==> src/rtl/button_input_handler_pkg.sv <==
// Shared types and constants for the pushbutton front end.
// Cursor one-hot codes, button indices, auto-repeat FSM states and default cycle counts.
package button_input_handler_pkg;

    localparam logic [2:0] CURSOR_SEC  = 3'b001;
    localparam logic [2:0] CURSOR_MIN  = 3'b010;
    localparam logic [2:0] CURSOR_HOUR = 3'b100;

    localparam int NUM_BTNS  = 5;
    localparam int BTN_UP    = 0;
    localparam int BTN_DOWN  = 1;
    localparam int BTN_LEFT  = 2;
    localparam int BTN_RIGHT = 3;
    localparam int BTN_RST   = 4;

    localparam int DEF_DEBOUNCE_CYCLES      = 2_000_000;
    localparam int DEF_REPEAT_DELAY_CYCLES  = 50_000_000;
    localparam int DEF_REPEAT_PERIOD_CYCLES = 10_000_000;
    localparam int REPEAT_CNT_W             = 26;

    typedef enum logic [1:0] {
        RPT_IDLE   = 2'd0,
        RPT_DELAY  = 2'd1,
        RPT_REPEAT = 2'd2
    } rpt_state_e;

    function automatic logic [2:0] cursor_toward_hours(input logic [2:0] c);
        return {c[1:0], c[2]};
    endfunction

    function automatic logic [2:0] cursor_toward_seconds(input logic [2:0] c);
        return {c[0], c[2:1]};
    endfunction

endpackage

==> src/rtl/button_input_handler_button_debouncer.sv <==
// One pushbutton: two-flop synchronizer, stability counter and a registered press event.
// level_o is the debounced level delayed so that it lines up with press_o.
module button_debouncer
    import button_input_handler_pkg::*;
#(
    parameter int DEBOUNCE_CYCLES = DEF_DEBOUNCE_CYCLES
) (
    input  logic clk,
    input  logic reset,
    input  logic btn_n_i,
    output logic press_o,
    output logic level_o
);

    localparam int CNT_W = (DEBOUNCE_CYCLES > 1) ? $clog2(DEBOUNCE_CYCLES) : 1;
    localparam logic [CNT_W-1:0] CNT_LAST = CNT_W'(DEBOUNCE_CYCLES - 1);

    logic             sync1_q, sync2_q;
    logic             state_q, state_d;
    logic             prev_q, press_q;
    logic [CNT_W-1:0] cnt_q, cnt_d;
    logic             pressed_s;

    assign pressed_s = ~sync2_q;

    // Stability counter: any sample that agrees with the debounced state restarts the count.
    always_comb begin
        state_d = state_q;
        cnt_d   = cnt_q;
        if (pressed_s == state_q) begin
            cnt_d = {CNT_W{1'b0}};
        end else if (cnt_q == CNT_LAST) begin
            state_d = ~state_q;
            cnt_d   = {CNT_W{1'b0}};
        end else begin
            cnt_d = cnt_q + CNT_W'(1);
        end
    end

    // Synchronizer, debounced state and press-event registers.
    always_ff @(posedge clk) begin
        if (reset) begin
            sync1_q <= 1'b1;
            sync2_q <= 1'b1;
            state_q <= 1'b0;
            prev_q  <= 1'b0;
            press_q <= 1'b0;
            cnt_q   <= {CNT_W{1'b0}};
        end else begin
            sync1_q <= btn_n_i;
            sync2_q <= sync1_q;
            state_q <= state_d;
            cnt_q   <= cnt_d;
            prev_q  <= state_q;
            press_q <= state_q & ~prev_q;
        end
    end

    assign press_o = press_q;
    assign level_o = prev_q;

endmodule

==> src/rtl/button_input_handler.sv <==
// Pushbutton front end: debounced buttons to up/down/clock_reset pulses and a one-hot cursor.
// Optional up/down auto-repeat is compiled in with BUTTON_AUTO_REPEAT_EN.
module button_input_handler
    import button_input_handler_pkg::*;
#(
    parameter int DEBOUNCE_CYCLES      = DEF_DEBOUNCE_CYCLES,
    parameter int REPEAT_DELAY_CYCLES  = DEF_REPEAT_DELAY_CYCLES,
    parameter int REPEAT_PERIOD_CYCLES = DEF_REPEAT_PERIOD_CYCLES
) (
    input  logic       clk,
    input  logic       reset,
    input  logic       btn_up_n,
    input  logic       btn_down_n,
    input  logic       btn_left_n,
    input  logic       btn_right_n,
    input  logic       btn_rst_n,
    output logic       up,
    output logic       down,
    output logic       clock_reset,
    output logic [2:0] cursor_pos
);

    logic [NUM_BTNS-1:0] btn_n_s, press_s, level_s;

    assign btn_n_s[BTN_UP]    = btn_up_n;
    assign btn_n_s[BTN_DOWN]  = btn_down_n;
    assign btn_n_s[BTN_LEFT]  = btn_left_n;
    assign btn_n_s[BTN_RIGHT] = btn_right_n;
    assign btn_n_s[BTN_RST]   = btn_rst_n;

    for (genvar i = 0; i < NUM_BTNS; i++) begin : g_btn
        button_debouncer #(
            .DEBOUNCE_CYCLES(DEBOUNCE_CYCLES)
        ) u_debouncer (
            .clk     (clk),
            .reset   (reset),
            .btn_n_i (btn_n_s[i]),
            .press_o (press_s[i]),
            .level_o (level_s[i])
        );
    end

    logic       up_cmd_s, down_cmd_s, rst_ev_s;
    logic [2:0] cursor_d, cursor_q;
    logic       up_q, down_q, clock_reset_q;

    // Command decode; a reset press wins over any cursor move in the same cycle.
    always_comb begin
        up_cmd_s   = press_s[BTN_UP] & ~press_s[BTN_DOWN];
        down_cmd_s = press_s[BTN_DOWN] & ~press_s[BTN_UP];
        rst_ev_s   = press_s[BTN_RST];
        if (rst_ev_s) begin
            cursor_d = CURSOR_SEC;
        end else if (press_s[BTN_LEFT] & ~press_s[BTN_RIGHT]) begin
            cursor_d = cursor_toward_hours(cursor_q);
        end else if (press_s[BTN_RIGHT] & ~press_s[BTN_LEFT]) begin
            cursor_d = cursor_toward_seconds(cursor_q);
        end else begin
            cursor_d = cursor_q;
        end
    end

    // Cursor and clock_reset output registers.
    always_ff @(posedge clk) begin
        if (reset) begin
            cursor_q      <= CURSOR_SEC;
            clock_reset_q <= 1'b0;
        end else begin
            cursor_q      <= cursor_d;
            clock_reset_q <= rst_ev_s;
        end
    end

`ifdef BUTTON_AUTO_REPEAT_EN
    localparam logic [REPEAT_CNT_W-1:0] RPT_DELAY_LAST  = REPEAT_CNT_W'(REPEAT_DELAY_CYCLES - 1);
    localparam logic [REPEAT_CNT_W-1:0] RPT_PERIOD_LAST = REPEAT_CNT_W'(REPEAT_PERIOD_CYCLES - 1);

    rpt_state_e              rpt_state_q;
    logic [REPEAT_CNT_W-1:0] rpt_cnt_q, rpt_limit_s;
    logic                    rpt_key_up_q, rpt_cancel_s;
    logic                    unused_lvl_s;

    assign unused_lvl_s = ^{level_s[BTN_RST], level_s[BTN_RIGHT], level_s[BTN_LEFT]};

    // Repeat is abandoned on release of the latched key, a press of the other key, or clock reset.
    always_comb begin
        rpt_limit_s = (rpt_state_q == RPT_DELAY) ? RPT_DELAY_LAST : RPT_PERIOD_LAST;
        if (rpt_key_up_q) begin
            rpt_cancel_s = rst_ev_s | ~level_s[BTN_UP] | press_s[BTN_DOWN];
        end else begin
            rpt_cancel_s = rst_ev_s | ~level_s[BTN_DOWN] | press_s[BTN_UP];
        end
    end

    // Auto-repeat FSM with registered up/down pulses.
    always_ff @(posedge clk) begin
        if (reset) begin
            rpt_state_q  <= RPT_IDLE;
            rpt_cnt_q    <= {REPEAT_CNT_W{1'b0}};
            rpt_key_up_q <= 1'b0;
            up_q         <= 1'b0;
            down_q       <= 1'b0;
        end else begin
            up_q   <= up_cmd_s;
            down_q <= down_cmd_s;
            case (rpt_state_q)
                RPT_IDLE: begin
                    if (up_cmd_s | down_cmd_s) begin
                        rpt_state_q  <= RPT_DELAY;
                        rpt_cnt_q    <= {REPEAT_CNT_W{1'b0}};
                        rpt_key_up_q <= up_cmd_s;
                    end
                end
                RPT_DELAY, RPT_REPEAT: begin
                    if (rpt_cancel_s) begin
                        rpt_state_q <= RPT_IDLE;
                        rpt_cnt_q   <= {REPEAT_CNT_W{1'b0}};
                    end else if (rpt_cnt_q == rpt_limit_s) begin
                        rpt_state_q <= RPT_REPEAT;
                        rpt_cnt_q   <= {REPEAT_CNT_W{1'b0}};
                        if (rpt_key_up_q) begin
                            up_q <= 1'b1;
                        end else begin
                            down_q <= 1'b1;
                        end
                    end else begin
                        rpt_cnt_q <= rpt_cnt_q + REPEAT_CNT_W'(1);
                    end
                end
                default: begin
                    rpt_state_q <= RPT_IDLE;
                    rpt_cnt_q   <= {REPEAT_CNT_W{1'b0}};
                end
            endcase
        end
    end
`else
    localparam int unused_rpt_cfg = REPEAT_DELAY_CYCLES + REPEAT_PERIOD_CYCLES;

    logic unused_lvl_s;

    assign unused_lvl_s = ^level_s;

    // One up/down pulse per press event.
    always_ff @(posedge clk) begin
        if (reset) begin
            up_q   <= 1'b0;
            down_q <= 1'b0;
        end else begin
            up_q   <= up_cmd_s;
            down_q <= down_cmd_s;
        end
    end
`endif

    assign up          = up_q;
    assign down        = down_q;
    assign clock_reset = clock_reset_q;
    assign cursor_pos  = cursor_q;

endmodule

==> config.mk <==
export PLATFORM = sky130hd
export DESIGN_NAME = button_input_handler
export DESIGN_NICKNAME = d
export VERILOG_FILES = /design/src/rtl/button_input_handler_pkg.sv /design/src/rtl/button_input_handler_button_debouncer.sv /design/src/rtl/button_input_handler.sv
export SDC_FILE = /design/constraint.sdc
export NUM_CORES = 1
export LEC_CHECK = 0
export ABC_AREA = 0
export CAP_MARGIN = 5
export CORE_UTILIZATION = 23
export DETAILED_ROUTE_END_ITERATION = 6
export GPL_TIMING_DRIVEN = 0
export REMOVE_ABC_BUFFERS = 1
export SLEW_MARGIN = 20
export SYNTH_ARGS = -nofsm -noshare
export SYNTH_HDL_FRONTEND = slang
export SYNTH_SLANG_ARGS = --single-unit
==> constraint.sdc <==
create_clock -name clk -period 3 [get_ports clk]
set_input_delay 0.3 -clock clk [delete_from_list [all_inputs] [get_ports clk]]
set_output_delay 0.3 -clock clk [all_outputs]
set_load 0.05 [all_outputs]
# Word-level counts from Yosys, hierarchy flattened
# Index checks and enable logic that the tools add are counted.
dict set report word_totals {
  out_inout_bits 6
  n_memories 0
  ram_bits 0
  rom_bits 0
  register_bits 136
  latchBits 0
}
dict set report classes {
  bitwise 33
  shift 0
  div_mod_pow 0
  multipliers 0
  n_lt_le_gt_ge 0
  n_mux 2
  n_eq_ne 10
  n_addsub 5
  n_reduce_logical 12
}
# op count
set ops {}
lappend ops {{$add A21 B1 Y21 const B} 5}
lappend ops {{$eq A21 B21 Y1 const B} 5}
lappend ops {{$not A1 Y1} 24}
lappend ops {{$reduce_or A3 Y1} 5}
lappend ops {{$reduce_and A2 Y1} 5}
lappend ops {{$and A1 B1 Y1} 9}
lappend ops {{$mux W3} 2}
lappend ops {{$eq A1 B1 Y1} 5}
lappend ops {{$reduce_bool A2 Y1} 1}
lappend ops {{$reduce_or A2 Y1} 1}

# Longest topological paths before layout
# Gate-level depths: netlist of run 1.
dict set report logic_depth {
  depth_word 4
  ltp_mapped 8
  depth_no_buf 6
}

# Modules after synthesis
# From an unflattened synthesis of run 1, not the netlist that was laid out.
dict set report hier_totals {
  cells_unflattened 639
  hier_area_um2 5794.3
}
# mod cells_per_inst n_inst area_per_inst_um2
set by_module_without_submodules {}
lappend by_module_without_submodules {{button_debouncer (g_btn[0].u_debouncer ...)} 122 4 1103.6}
lappend by_module_without_submodules {{button_debouncer (g_btn[2].u_debouncer)} 129 1 1132.3}
lappend by_module_without_submodules {button_input_handler 22 1 247.7}

# Least setup slack after synthesis of run 1
# OpenSTA, ideal clock, no wires.
dict set report synth_path {
  kind {register -> register}
  start {register g_btn[2].u_debouncer.cnt_q[0]}
  end {register g_btn[2].u_debouncer.cnt_q[20]}
  synth_period_minus_slack_ns 1.987
  stages_incl_launch_ff 7
  setup_slack_ns 1.013
  setup_ns 0.066
  t_arrival_ns 1.921
  path_buffers 1
  cell_sequence {dfxtp_1 > ha_1 > nand3_2 > or4_1 > buf_2 > or4_4 > a21oi_2}
}
dict set report synth_via {
  elab_chain_len 2
  word_cells_on_any_way 3
  cone_classes {add/sub (1); eq/ne (1); reduce/logical (1)}
}
# item line_no
set synth_rtl {}
lappend synth_rtl {{start: declaration} button_input_handler_button_debouncer.sv:21} ;# logic [CNT_W-1:0] cnt_q, cnt_d;
lappend synth_rtl {{start signal: assignment} button_input_handler_button_debouncer.sv:48} ;# cnt_q <= {CNT_W{1'b0}};
lappend synth_rtl {{start signal: assignment} button_input_handler_button_debouncer.sv:53} ;# cnt_q <= cnt_d;
lappend synth_rtl {{branches (longest 2 deep; another with $add A21 B1 Y21)} n/a}
# Several ways; the timed one is not identified.
# A chain may end at the register's enable or synchronous reset.

# Final worst setup path of run 1
# Same ends and word-level chain as after synthesis.

==> results_dict.tcl, run 1 <==
set metrics [dict create \
    fin_crit_ns 2.19 \
    p_per_area_nw_per_um2 605 \
    worstReg2RegStart "g_btn[2].u_debouncer.cnt_q[0]" \
    rsz0062_at_grt "false" \
    worst_pin_slew_ns 0.646 \
    power_frac_seq_pct 43.9 \
    cp_top_family "simple AND/OR/NAND/NOR gates" \
    final_hold_viol_count 0 \
    synth_seq_area_share_pct 47.2 \
    startpoint "g_btn[2].u_debouncer.cnt_q[0]" \
    vias 4423 \
    first_iter_violations 229 \
    drt-wirelength-per-cell_um 10.8 \
    grt_max_degree 32 \
    row_count 57 \
    worstPathMaxFanout 9 \
    crit_type "flop to flop" \
    combPwrFrac_pct 0.9 \
    grt_overflow 0 \
    antenna_found_initial 0 \
    routed_wl_mm 10.7 \
    power.share.clock_pct 55.2 \
    drive_above_1_share_pct 7.52 \
    critPathCaptureType "flop" \
    syn_area_per_cell_sq_um 8.97 \
    cp_slowest_stage_delay_ns 0.71 \
    fillCellCount 2525 \
    swShare_pct 19.4 \
    dr.pass1.iters 4 \
    min_from "reset" \
    final_core_util_pct 28.0 \
    power_uw 4140 \
    drv_slew 0 \
    internal_power_uw 3340 \
    synth_area_leaders "dfxtp_1 47%, xnor2_1 5.6%, nor2_1 5.5%, xor2_1 4.4%, a21oi_1 3.5%" \
    grt_pass1_wl_mm 19.1 \
    slew_headroom_pct 57.0 \
    boundaryPins 13 \
    fin_skew_ns 0.00604 \
    drc_errors 0 \
    antenna_cells 0 \
    setup-tns-final_ns 0 \
    leakage_uw 0.00202 \
    fp.coreArea_sq_um 24500 \
    dieHeight_um 160 \
    fp.dieArea_sq_um 25700 \
    nets 666 \
    cts_resized 0 \
    syn-cell-area_sq_um 5770 \
    final_common_cell "dfxtp_1" \
    cts_root_buffer "clkbuf_16" \
    max_freq_ghz 0.458 \
    synth_top_cell_area_share_pct 47.2 \
    seq_area_sq_um 2720 \
    cts_sinks 136 \
    multi_input_area_sq_um 2900 \
    synth-seq-cells 136 \
    numCtsBuffers 17 \
    via_per_inst 4.47 \
    place_congestion 0.748 \
    status "complete, no violations" \
    critPathBufInv 0 \
    h-tree-depth 4 \
    crit_required_ns 3.34 \
    maxCapViolCount 0 \
    synth_cell_types 43 \
    post_cts_buffers 0 \
    hold_buffers 0 \
    crit_chain "ha_1 > nand3_2 > or4_1 > or4_4 > a21oi_2" \
    power_switching_uw 803 \
    fp.dieW_um 160 \
    period_share_pct 72.9 \
    postSynthCellCount 644 \
    grt_pass1_vias 4163 \
    areaGrowthSynthToFinish_pct 18.7 \
    ir_worst_vdd_mv 0.351 \
    antenna_left 0 \
    ctsLongestPathBuffers 2 \
    hp-class "primary input to flop" \
    portBuffers 12 \
    start_util_pct 23.6 \
    arrival_ns 2.53 \
    grt.total_usage_pct 9.00 \
    cp_slowest_cell "or4_1" \
    clock_latency_ns 0.41 \
    hpwl_mm 6.99 \
    cts.reportedPaths.clkPinSlew_ns 0.06 \
    hold_ws_ns 0.376 \
    worst_setup_path_start_kind "flop" \
    mostFrequentLayoutCells "136 x dfxtp_1, 84 x nor2_1, 40 x a21oi_1" \
    finalSetupViolations 0 \
    synth_area_leader_cell "dfxtp_1" \
    cts_tree "yes" \
    synth_warnings 0 \
]
-- worst reg2reg max path: cells and delay by family (launching register included) --
| kind | cells | cell delay, ns |
|---|---|---|
| fa+ha+maj | 1 | 0.23 |
| compound gates | 1 | 0.14 |
| flops | 1 | 0.37 |
| simple gates | 3 | 1.38 |
-- synthesized netlist by cell type (all sizes together) --
library cell,instances
nor2b,12
mux2,1
o31ai,6
nor3b,4
a21o,5
a311oi,4
inv,15
clkbuf,15
o21ai,26
nor4bb,3
nor4b,7
nor3,13
and3,9
mux2i,3
xnor2,37
or3,26
nand3b,2
a21oi,41
or4b,1
and4,14
nand2b,6
or4,13
dfxtp,136
or2,10
nor4,9
nand4,26
nand2,30
buf,7
nand3,34
nand4bb,2
nand4b,3
nor2,84
xor2,29
and2,5
ha,6
-- cell type report --
| class | instances | area share [%] |
|---|---|---|
| Multi-Input combinational cell | 471 | 42.4 |
| Sequential cell | 136 | 39.7 |
| Clock buffer | 19 | 6.61 |
| Tap cell | 324 | 5.91 |
| Clock inverter | 12 | 2.90 |
| Timing Repair Buffer | 12 | 1.68 |
| Inverter | 15 | 0.821 |
-- worst paths after layout --
path / to / slack [ns] / depth (start not counted)
setup / recovery: g_btn[2].u_debouncer.cnt_q[20] / 0.81 / 5
hold / removal: clock_reset / 0.38 / 2
setup reg to reg: g_btn[2].u_debouncer.cnt_q[20] / 0.81 / 5
hold reg to reg: g_btn[4].u_debouncer.press_o / 0.38 / 1
-- routing by layer --
metal,up-vias,part of all wire [%],track usage [%]
met5,-,0,0
met1,2061,49,11.0
met3,14,2.3,2.40
li1,2301,-,-
met2,47,47,14.7
met4,0,2.0,4.29
-- per-stage QoR --
step	area, sq um	std cells	setup slack, ns
2_1_floorplan	5680	622	0.998
5_1_grt	6850	989	0.690
6_report	6850	989	0.814
3_3_place_gp	6210	958	0.389
4_1_cts	6860	989	0.804
3_5_place_dp	6210	958	0.394
-- power groups by stage --
stage	sequential [uW]	clock (uW)	combinational, uW
after floorplan	1860	0	19.4
after global placement	1860	0	39.0
after detailed placement	1860	0	39.0
after CTS	1820	2360	39.3
after global routing	1820	2440	42.1
final	1820	2290	37.1
-- registers in the layout, indices dropped and copies added (netlist names) --
name                       flops
down                           1
up                             1
g_btn.u_debouncer.level_o      5
g_btn.u_debouncer.press_o      5
cursor_pos                     3
g_btn.u_debouncer.state_q      5
g_btn.u_debouncer.sync1_q      5
g_btn.u_debouncer.sync2_q      5
clock_reset                    1
g_btn.u_debouncer.cnt_q      105
-- logic make-up (layout without fill, tap and decap cells) --
family / Yosys count / after routing / synth area share (%)
AO/OA/AOI/OAI: 82 / 82 / 7.91
XOR/XNOR: 66 / 66 / 10.0
adder cells (fa/ha/maj): 6 / 6 / 1.30
buffers and inverters: 37 / 58 / 2.58
flip-flops: 136 / 136 / 47.2
multiplexers: 4 / 4 / 0.715
AND/OR/NAND/NOR: 313 / 313 / 30.3
Note: power is estimated with default switching activity, not from simulation.
==> inputs of run 2 (changes only) <==
==> constraint.sdc (replaced) <==
create_clock -name clk -period 2.05 [get_ports clk]
set_input_delay 0.205 -clock clk [delete_from_list [all_inputs] [get_ports clk]]
set_output_delay 0.205 -clock clk [all_outputs]
set_load 0.05 [all_outputs]
==> results_dict.tcl, run 2 (synthesized netlist as in run 1, its figures left out) <==
set metrics [dict create \
    vias 4429 \
    cts.reportedPaths.clkPinSlew_ns 0.06 \
    crit_type "flop to flop" \
    arrival_ns 2.29 \
    areaGrowthSynthToFinish_pct 19.3 \
    ir_worst_vdd_mv 0.513 \
    final_area_sq_um 6890 \
    critPathCaptureType "flop" \
    slew_headroom_pct 56.8 \
    dr.pass1.iters 4 \
    max_freq_ghz 0.517 \
    crit_required_ns 2.40 \
    drv_slew 0 \
    regMostFlops "g_btn.u_debouncer.cnt_q" \
    worst_slack_ns 0.114 \
    grt_max_degree 32 \
    fp.dieArea_sq_um 25700 \
    mostFrequentLayoutCells "136 x dfxtp_1, 84 x nor2_1, 40 x a21oi_1" \
    worst_setup_path_start_kind "flop" \
    antenna_found_initial 0 \
    final_hold_viol_count 0 \
    r2r_cells 5 \
    portBuffers 12 \
    cts_tree "yes" \
    worst_pin_slew_ns 0.648 \
    dp_cells 958 \
    first_iter_violations 269 \
    rsz0062_at_grt "false" \
    worstPathMaxFanout 9 \
    antenna_cells 0 \
    cts_sinks 136 \
    fin_crit_ns 1.94 \
    r2r_slack_ns 0.11 \
    fin_skew_ns 0.00583 \
    maxCapViolCount 0 \
    drc_errors 0 \
    fp.dieW_um 160 \
    grt.total_usage_pct 9.03 \
    antenna_left 0 \
    boundaryPins 13 \
    finalSetupViolations 0 \
    hold_buffers 0 \
    nets 668 \
    grt_pass1_wl_mm 19.2 \
    drive_above_1_share_pct 8.70 \
    multi_input_area_sq_um 2920 \
    place_ws_ns -0.461 \
    power_uw 6060 \
    row_count 57 \
    setup-tns-final_ns 0 \
    dieHeight_um 160 \
    fillCellCount 2520 \
    numCtsBuffers 17 \
    ctsLongestPathBuffers 2 \
    p_per_area_nw_per_um2 880 \
    grt_overflow 0 \
    routed_wl_mm 10.7 \
    place_congestion 0.748 \
    final_common_cell "dfxtp_1" \
    fin_cells 991 \
    h-tree-depth 4 \
    start_util_pct 23.6 \
    drt-wirelength-per-cell_um 10.8 \
    hpwl_mm 6.99 \
    leakage_uw 0.00203 \
    hp-class "primary input to flop" \
    seq_area_sq_um 2720 \
    largest_reg_flops 105 \
    grt_pass1_vias 4172 \
    whs_path_depth 2 \
    placed_area_sq_um 6210 \
    status "complete, no violations" \
    period_share_pct 94.4 \
    via_per_inst 4.47 \
    fp.coreArea_sq_um 24500 \
    cts_root_buffer "clkbuf_16" \
    clock_latency_ns 0.41 \
]
==> run 2: cell count changes in the layout (fill, tap and decap cells not counted), sizes merged <==
cell and delta:
buf +2
==> run 2: routing by layer <==
metal,GRT usage [%],vias to the layer above,share of wire (%)
li1,-,2307,-
met1,11.1,2045,48
met2,14.7,62,47
met3,2.40,15,3.1
met4,4.29,0,2.0
met5,0,-,0
==> run 2: worst paths after layout <==
kind                                                       end                          start
worst max-delay path            g_btn[2].u_debouncer.cnt_q[20]  g_btn[2].u_debouncer.cnt_q[0]
worst min-delay path                               clock_reset                          reset
worst max register to register  g_btn[2].u_debouncer.cnt_q[20]  g_btn[2].u_debouncer.cnt_q[0]
worst min register to register    g_btn[4].u_debouncer.press_o   g_btn[4].u_debouncer.level_o
==> run 2: final cells by class <==
| cell class | instances | share of cell area (%) |
|---|---|---|
| Clock buffer | 19 | 6.57 |
| Timing Repair Buffer | 14 | 1.89 |
| Tap cell | 324 | 5.88 |
| Inverter | 15 | 0.817 |
| Sequential cell | 136 | 39.5 |
| Clock inverter | 12 | 2.89 |
| Multi-Input combinational cell | 471 | 42.4 |
==> run 2: stage by stage <==
stage | hold WS [ns] | util (%)
finish | 0.279 | 28.2
global route | 0.340 | 28.2
CTS | 0.333 | 28.1
detailed placement | 0.376 | 25.4
global placement | 0.372 | 25.4
floorplan | 0.277 | -
==> run 2: what timing repair did <==
action / CTS / global route
hold endpoints to repair: 0 / 0
cloned: 0 / 0
endpoints found under the setup margin: 42 / 40
gates resized for setup: 3 / 5
buffers inserted: 2 / 0
pin swaps: 2 / 0
==> run 2: worst max-delay path: stages, from the launching register on <==
cell and delay (ns):
dfxtp_1 0.37, ha_2 0.22, nand3_2 0.13, or4_4 0.50, or4_4 0.50, a21oi_2 0.14
==> run 2: where the power goes <==
group | internal, uW | total, uW | leakage (uW) | switching (uW)
Clock | 2210 | 3350 | 0.000307 | 1140
Sequential | 2660 | 2660 | 0.00110 | 6.39
Combinational | 23.2 | 55.0 | 0.000628 | 31.7
Total | 4890 | 6060 | 0.00203 | 1170
